$ cat src/rtl/instr_encode_loader_if.sv
// Host-side instruction stream: one symbolic instruction per valid/ready handshake.
// The host drives the fields as master; the loader receives them as slave.
interface instr_encode_loader_if;
    logic        in_valid;
    logic        in_ready;
    logic [3:0]  in_kind;
    logic [4:0]  in_rs;
    logic [4:0]  in_rt;
    logic [4:0]  in_rd;
    logic [15:0] in_imm;
    logic [25:0] in_target;
    logic        in_last;

    modport master (
        output in_valid, in_kind, in_rs, in_rt, in_rd, in_imm, in_target, in_last,
        input  in_ready
    );

    modport slave (
        input  in_valid, in_kind, in_rs, in_rt, in_rd, in_imm, in_target, in_last,
        output in_ready
    );
endinterface

$ cat src/rtl/instr_encode_loader.sv
// Encodes symbolic instructions into 32-bit MIPS words and writes them to
// consecutive imem word addresses, one write every two cycles.
module instr_encode_loader #(
    parameter int ADDR_W    = 8,
    parameter int BASE_ADDR = 0
) (
    input  logic                  clk,
    input  logic                  rst,
    input  logic                  start,
    instr_encode_loader_if.slave  in_bus,
    output logic                  imem_we,
    output logic [ADDR_W-1:0]     imem_addr,
    output logic [31:0]           imem_wdata,
    output logic [ADDR_W:0]       count,
    output logic                  busy,
    output logic                  done,
    output logic                  err
);

    localparam int              DEPTH     = 2 ** ADDR_W;
    localparam logic [ADDR_W-1:0] BASE    = ADDR_W'(BASE_ADDR);
    localparam logic [ADDR_W-1:0] LAST_WA = ADDR_W'(DEPTH - 1);

    localparam logic [1:0] IDLE  = 2'd0;
    localparam logic [1:0] RUN   = 2'd1;
    localparam logic [1:0] WRITE = 2'd2;
    localparam logic [1:0] DONE  = 2'd3;

    logic [1:0]        state;
    logic [ADDR_W-1:0] ptr;
    logic              last_q;
    logic              full_q;   // DONE was reached by filling memory, not by in_last
    logic [31:0]       enc_word;
    logic              kind_ok;

    // NOTE: every output of a combinational block gets a default first so no
    // path through the case leaves it unassigned (which would infer a latch).
    always_comb begin
        enc_word = 32'h0000_0000;
        kind_ok  = 1'b1;
        case (in_bus.in_kind)
            4'd0: enc_word = {6'b000000, in_bus.in_rs, in_bus.in_rt, in_bus.in_rd, 5'b00000, 6'b100000};
            4'd1: enc_word = {6'b000000, in_bus.in_rs, in_bus.in_rt, in_bus.in_rd, 5'b00000, 6'b100010};
            4'd2: enc_word = {6'b000000, in_bus.in_rs, in_bus.in_rt, in_bus.in_rd, 5'b00000, 6'b100100};
            4'd3: enc_word = {6'b000000, in_bus.in_rs, in_bus.in_rt, in_bus.in_rd, 5'b00000, 6'b100101};
            4'd4: enc_word = {6'b000000, in_bus.in_rs, in_bus.in_rt, in_bus.in_rd, 5'b00000, 6'b101010};
            4'd5: enc_word = {6'b100011, in_bus.in_rs, in_bus.in_rt, in_bus.in_imm};
            4'd6: enc_word = {6'b101011, in_bus.in_rs, in_bus.in_rt, in_bus.in_imm};
            4'd7: enc_word = {6'b000100, in_bus.in_rs, in_bus.in_rt, in_bus.in_imm};
            4'd8: enc_word = {6'b000010, in_bus.in_target};
            default: kind_ok = 1'b0;
        endcase
    end

    assign in_bus.in_ready = (state == RUN);
    assign busy            = (state == RUN) || (state == WRITE);
    assign done            = (state == DONE);
    assign imem_we         = (state == WRITE);

    // NOTE: all state uses non-blocking assignments; the synchronous reset
    // covers every register, including the held imem address/data.
    always_ff @(posedge clk) begin
        if (rst) begin
            state      <= IDLE;
            ptr        <= BASE;
            count      <= '0;
            err        <= 1'b0;
            last_q     <= 1'b0;
            full_q     <= 1'b0;
            imem_addr  <= BASE;
            imem_wdata <= 32'h0000_0000;
        end else begin
            case (state)
                IDLE: begin
                    if (start) begin
                        ptr    <= BASE;
                        count  <= '0;
                        err    <= 1'b0;
                        full_q <= 1'b0;
                        state  <= RUN;
                    end
                end
                RUN: begin
                    if (in_bus.in_valid) begin
                        if (kind_ok) begin
                            imem_wdata <= enc_word;
                            imem_addr  <= ptr;
                            last_q     <= in_bus.in_last;
                            state      <= WRITE;
                        end else begin
                            err <= 1'b1;
                            if (in_bus.in_last) begin
                                state <= DONE;
                            end
                        end
                    end
                end
                WRITE: begin
                    count <= count + (ADDR_W + 1)'(1);
                    // At the top word the pointer is held so it can never wrap.
                    if (ptr == LAST_WA) begin
                        full_q <= ~last_q;
                        state  <= DONE;
                    end else begin
                        ptr   <= ptr + ADDR_W'(1);
                        state <= last_q ? DONE : RUN;
                    end
                end
                DONE: begin
                    if (start) begin
                        ptr    <= BASE;
                        count  <= '0;
                        err    <= 1'b0;
                        full_q <= 1'b0;
                        state  <= RUN;
                    end else if (in_bus.in_valid && full_q) begin
                        err <= 1'b1;
                    end
                end
                default: state <= IDLE;
            endcase
        end
    end

endmodule
$ cat src/flat_wrapper.sv
// flat-port wrapper written by rule: the top's interface ports become plain ports
module instr_encode_loader_flat 
#(
    parameter int ADDR_W    = 8,
    parameter int BASE_ADDR = 0
)
  (clk, rst, start, imem_we, imem_addr, imem_wdata, count, busy, done, err, in_bus_in_valid, in_bus_in_kind, in_bus_in_rs, in_bus_in_rt, in_bus_in_rd, in_bus_in_imm, in_bus_in_target, in_bus_in_last, in_bus_in_ready);
  instr_encode_loader_if in_bus_i ();
  input  logic clk;
  input  logic rst;
  input  logic start;
  output logic imem_we;
  output logic [ADDR_W-1:0] imem_addr;
  output logic [31:0] imem_wdata;
  output logic [ADDR_W:0] count;
  output logic busy;
  output logic done;
  output logic err;
  input wire logic [$bits(in_bus_i.in_valid)-1:0] in_bus_in_valid;
  input wire logic [$bits(in_bus_i.in_kind)-1:0] in_bus_in_kind;
  input wire logic [$bits(in_bus_i.in_rs)-1:0] in_bus_in_rs;
  input wire logic [$bits(in_bus_i.in_rt)-1:0] in_bus_in_rt;
  input wire logic [$bits(in_bus_i.in_rd)-1:0] in_bus_in_rd;
  input wire logic [$bits(in_bus_i.in_imm)-1:0] in_bus_in_imm;
  input wire logic [$bits(in_bus_i.in_target)-1:0] in_bus_in_target;
  input wire logic [$bits(in_bus_i.in_last)-1:0] in_bus_in_last;
  output wire logic [$bits(in_bus_i.in_ready)-1:0] in_bus_in_ready;
  assign in_bus_i.in_valid = in_bus_in_valid;
  assign in_bus_i.in_kind = in_bus_in_kind;
  assign in_bus_i.in_rs = in_bus_in_rs;
  assign in_bus_i.in_rt = in_bus_in_rt;
  assign in_bus_i.in_rd = in_bus_in_rd;
  assign in_bus_i.in_imm = in_bus_in_imm;
  assign in_bus_i.in_target = in_bus_in_target;
  assign in_bus_i.in_last = in_bus_in_last;
  assign in_bus_in_ready = in_bus_i.in_ready;
  instr_encode_loader #(.ADDR_W(ADDR_W), .BASE_ADDR(BASE_ADDR)) u_core (.clk(clk), .rst(rst), .start(start), .in_bus(in_bus_i), .imem_we(imem_we), .imem_addr(imem_addr), .imem_wdata(imem_wdata), .count(count), .busy(busy), .done(done), .err(err));
endmodule
$ cat config.mk
export PLATFORM = sky130hd
export DESIGN_NAME = instr_encode_loader_flat
export DESIGN_NICKNAME = d
export VERILOG_FILES = /design/src/rtl/instr_encode_loader_if.sv /design/src/rtl/instr_encode_loader.sv /design/src/flat_wrapper.sv
export SDC_FILE = /design/constraint.sdc
export NUM_CORES = 1
export LEC_CHECK = 0
export ABC_AREA = 1
export CORE_MARGIN = 3
export CORE_UTILIZATION = 55
export CTS_BUF_LIST = sky130_fd_sc_hd__clkbuf_2 sky130_fd_sc_hd__clkbuf_4 sky130_fd_sc_hd__clkbuf_8
export DETAILED_ROUTE_END_ITERATION = 16
export DONT_BUFFER_PORTS = 1
export PLACE_DENSITY = 0.77
export SYNTH_ARGS = -nofsm -noshare
export SYNTH_HDL_FRONTEND = slang
export SYNTH_SLANG_ARGS = --single-unit
$ cat constraint.sdc
create_clock -name clk -period 3.2 [get_ports clk]
set_input_delay 0.32 -clock clk [delete_from_list [all_inputs] [get_ports clk]]
set_output_delay 0.32 -clock clk [all_outputs]
set_load 0.05 [all_outputs]
==> results by stage <==
Run status:
- The run finished with clean final reports.

Finish:
- Of the cells placed in the final design, the portion with a size suffix greater than 1 is 7.53%.
- The area added between synthesis and finish is 3.69%.
- At the end of the flow, the number of nets in the layout was 533.
- Counting the fill cells in the layout gives 512.
- The sequential cell area in the final layout is 1200 um2.
- Summing all multi-input logic gate instances after layout gives 1610 um2.
- The final core utilization is 61.0%.
- The antenna diode count is 0.

Clock network:
- The clock tree from TritonCTS is built.
- The clock latency of the later-clocked register in the worst-skew pair is 0.33 ns.
- The number of gates resized after cts is 0.
- In this run, CTS created clock tree buffers numbering 9.
- The clock slew at the register clock pins of the worst setup and hold paths is 0.07 ns.
- The number of setup buffers added after CTS is 0.
- CTS placed an instance of sky130_fd_sc_hd__clkbuf_8 at the clock tree root.
- The longest clock path from root to sink contains 2 buffers.
- The number of buffers inserted for hold repair after clock tree synthesis is 0.
- Clock tree synthesis found a total of 60 sinks.
- The H-tree was split into 3 levels.

Logic synthesis:
- The share of the yosys chip area belonging to registers is 38.5%.
- The synthesized design devotes to its leading area cell type 38.5% of total area.
- Counting instances in the post-synthesis netlist gives the leading cell types as sky130_fd_sc_hd__nand2_1, sky130_fd_sc_hd__nor2_1, sky130_fd_sc_hd__dfxtp_1, sky130_fd_sc_hd__o21ai_0, sky130_fd_sc_hd__inv_1.
- The most common cell in the synthesized netlist is sky130_fd_sc_hd__nand2_1.
- The number of storage elements in the synthesis netlist is 60.
- After synthesis, the cell types taking the most area are sky130_fd_sc_hd__dfxtp_1, sky130_fd_sc_hd__nand2_1, sky130_fd_sc_hd__nor2_1, sky130_fd_sc_hd__o21ai_0, sky130_fd_sc_hd__a21oi_1.
- The average instance in the mapped netlist occupies 6.67 um2.
- The number of nets produced by synthesis is 541.
- Yosys printed 0 warnings.
- Counting distinct cell types in the post-synthesis netlist gives 31.
- The most used flip-flop cell after synthesis is sky130_fd_sc_hd__dfxtp_1.
- In this run, synthesis inferred 0 flip-flops with an integrated enable.
- Synthesis produced 468 cells.
- The cell type contributing the most total cell area after synthesis is sky130_fd_sc_hd__dfxtp_1.
- After synthesis, the share of flip-flops with an asynchronous set or reset is 0%.
- The synthesized netlist occupies a cell area of 3120 um2.

Floorplan:
- In this run the standard cell core region covers 5300 um2.
- The die is 81.3 um wide.
- Once the floorplan was initialized, standard cells occupied 58.8% of the core.
- The floorplan step defined a die boundary enclosing 6610 um2.
- The die outline height is 81.3 um.
- The total I/O pin count is 120.
- The floorplan row count is 26.

Routing:
- Summed over all layers, the routed wires come to 7230 um.
- The number of DRC violations after detailed routing is 0.
- The count of vias placed by the detailed router is 2869.
- The DRC violation total after the first TritonRoute iteration is 157.
- The count of nets left with antenna violations after detail routing is 0.
- The iteration count of the initial detailed-routing pass is 4.
- The post-detailed-route via-to-cell ratio is 5.36.
- In the final routed layout, each cell accounts on average for 13.5 um.

Run:
- The tool flagged a number of max-cap violations equal to 0.

Critical path:
- The biggest fanout along the worst timing path is 11.
- By startpoint and endpoint, the worst setup path is classified as register to register.
- The most numerous cell on the critical path is sky130_fd_sc_hd__inv_1.
- The kind of start point of the critical path is a register.
- The critical path capture point type is a register.
- For the worst setup path, the data arrival time is 2.76 ns.
- Walking the worst path, the cells encountered are inv_1 -> ha_1 -> inv_1 -> a21oi_1 -> o21bai_1 -> nand2_1 -> nor2_1.
- The slowest cell on the critical path is sky130_fd_sc_hd__ha_1.
- The largest single stage delay on the critical path is 0.83 ns.
- At the worst endpoint, the required time is 3.46 ns.

Timing:
- Setup violations remaining at the end of the flow were counted as 0.
- In this run the tightest slew margin relative to its limit is 30.8%.
- The worst path needs 2.50 ns of the cycle, external delays included.
- For the pin with the worst max-slew slack, the measured transition is 1.03 ns.
- The final count of hold timing violations is 0.
- The clock arrives with 0.00410 ns of skew.
- The post-route setup TNS is 0 ns.
- The fraction of the cycle the final worst path needs is 78.0%.
- The highest attainable clock frequency is 401 MHz.
- Setup repair after global routing left no endpoint under its margin.
- After layout, the worst setup slack is 0.703 ns.
- The final number of max-transition violations is 0.

Power:
- The worst ir drop on vdd is 405 uV.
- The static leakage power is 1.42 nW.
- The power density normalized to cell area is 732 nW/um2.
- The design draws 0.00237 W.

Min path:
- The classification of the worst-slack hold path is input pin to register.

Global routing:
- The met1 capacity usage during global routing is 27.0%.
- The residual overflow from global routing is 0.
- After global routing, the most crowded layer is met2.
- Entering global routing, the biggest net connects 40 pins.
- The global-route wire length before repair is 12100 um.
- For this run, the total global-route usage over all layers was measured as 23.1%.
- The initial antenna violation count is 0.
- For met3 alone, demand over resource in global routing was 7.76%.
- The fraction of met2 tracks used by global routing is 38.5%.
- The via count of the first global-routing pass is 2735.

Placed design:
- Input and output buffers added on the ports amount to 0.
- The last weighted congestion value of the routability-driven placer is 0.847.
- The half-perimeter wire length of the detailed placement result is 5190 um.
- The worst slack at placement is 0.749 ns.
-- area by class of cell --
| class | instances | share of cell area (%) |
|---|---|---|
| multi-input combinational | 348 | 49.7 |
| sequential | 60 | 37.1 |
| clock buffer | 14 | 5.18 |
| inverter | 39 | 4.53 |
| tap | 70 | 2.71 |
| timing repair buffer | 2 | 0.464 |
| clock inverter | 2 | 0.309 |
-- path summary, 6_finish.rpt --
kind                        start               endpoint  slack, ns  depth (start not counted)
hold / removal                rst  u_core.imem_wdata[28]       0.06                          1
hold reg to reg     u_core.full_q          u_core.full_q       0.51                          2
setup / recovery  u_core.state[0]          u_core.ptr[3]       0.70                          7
setup reg to reg  u_core.state[0]          u_core.ptr[3]       0.70                          7
-- layout by cell type (no fill, tap or decap), drive strengths merged --
cell type and n:
conb 1, nor3 5, nand4 7, o211ai 1, o21bai 2, dfxtp 60, clkinv 2, nand2 128
buf 2, o21a 1, a21oi 34, nand3 20, inv 39, ha 7, o21ai 47, nor2 95
clkbuf 14
-- cell families after synthesis --
kind of cell | share of synthesized area, %
fa+ha+maj | 2.81
simple gates | 33.9
compound gates | 14.7
buf+inv | 9.99
other cells | 0.120
flops | 38.5
-- routing by layer --
layer	share of wire [%]	vias to the layer above
met5	0	-
li1	-	1470
met2	46	107
met4	1.8	0
met3	9.0	15
met1	43	1277
-- where the power goes --
group          switching [W]  internal [W]
clock network       0.000285      0.000335
logic               0.000407      0.000163
registers           0.000333      0.000846
total                0.00102       0.00134
-- critical path, delay by kind of cell (launching register included) --
family,cells,cell delay [ns]
adder cells (fa/ha/maj),1,0.83
AO/OA/AOI/OAI,2,0.71
flip-flops,1,0.39
buffers and inverters,2,0.28
AND/OR/NAND/NOR,2,0.21
-- sequential cells by signal, summed over array words and instances (netlist names) --
| signal | count |
|---|---|
| u_core.count | 9 |
| u_core.ptr | 8 |
| u_core.last_q | 1 |
| u_core.imem_wdata | 30 |
| u_core.state | 2 |
| u_core.full_q | 1 |
| u_core.imem_addr | 8 |
| u_core.err | 1 |
-- stage by stage --
step | cell area [um2] | hold WS (ns) | cells
4_1_cts | 3230 | 0.0408 | 535
3_3_place_gp | 3060 | 0.391 | 519
3_5_place_dp | 3060 | 0.394 | 519
6_report | 3230 | 0.0555 | 535
2_1_floorplan | 3120 | 0.450 | 468
5_1_grt | 3230 | 0.0474 | 535
Power figures use the tool's default switching activity.
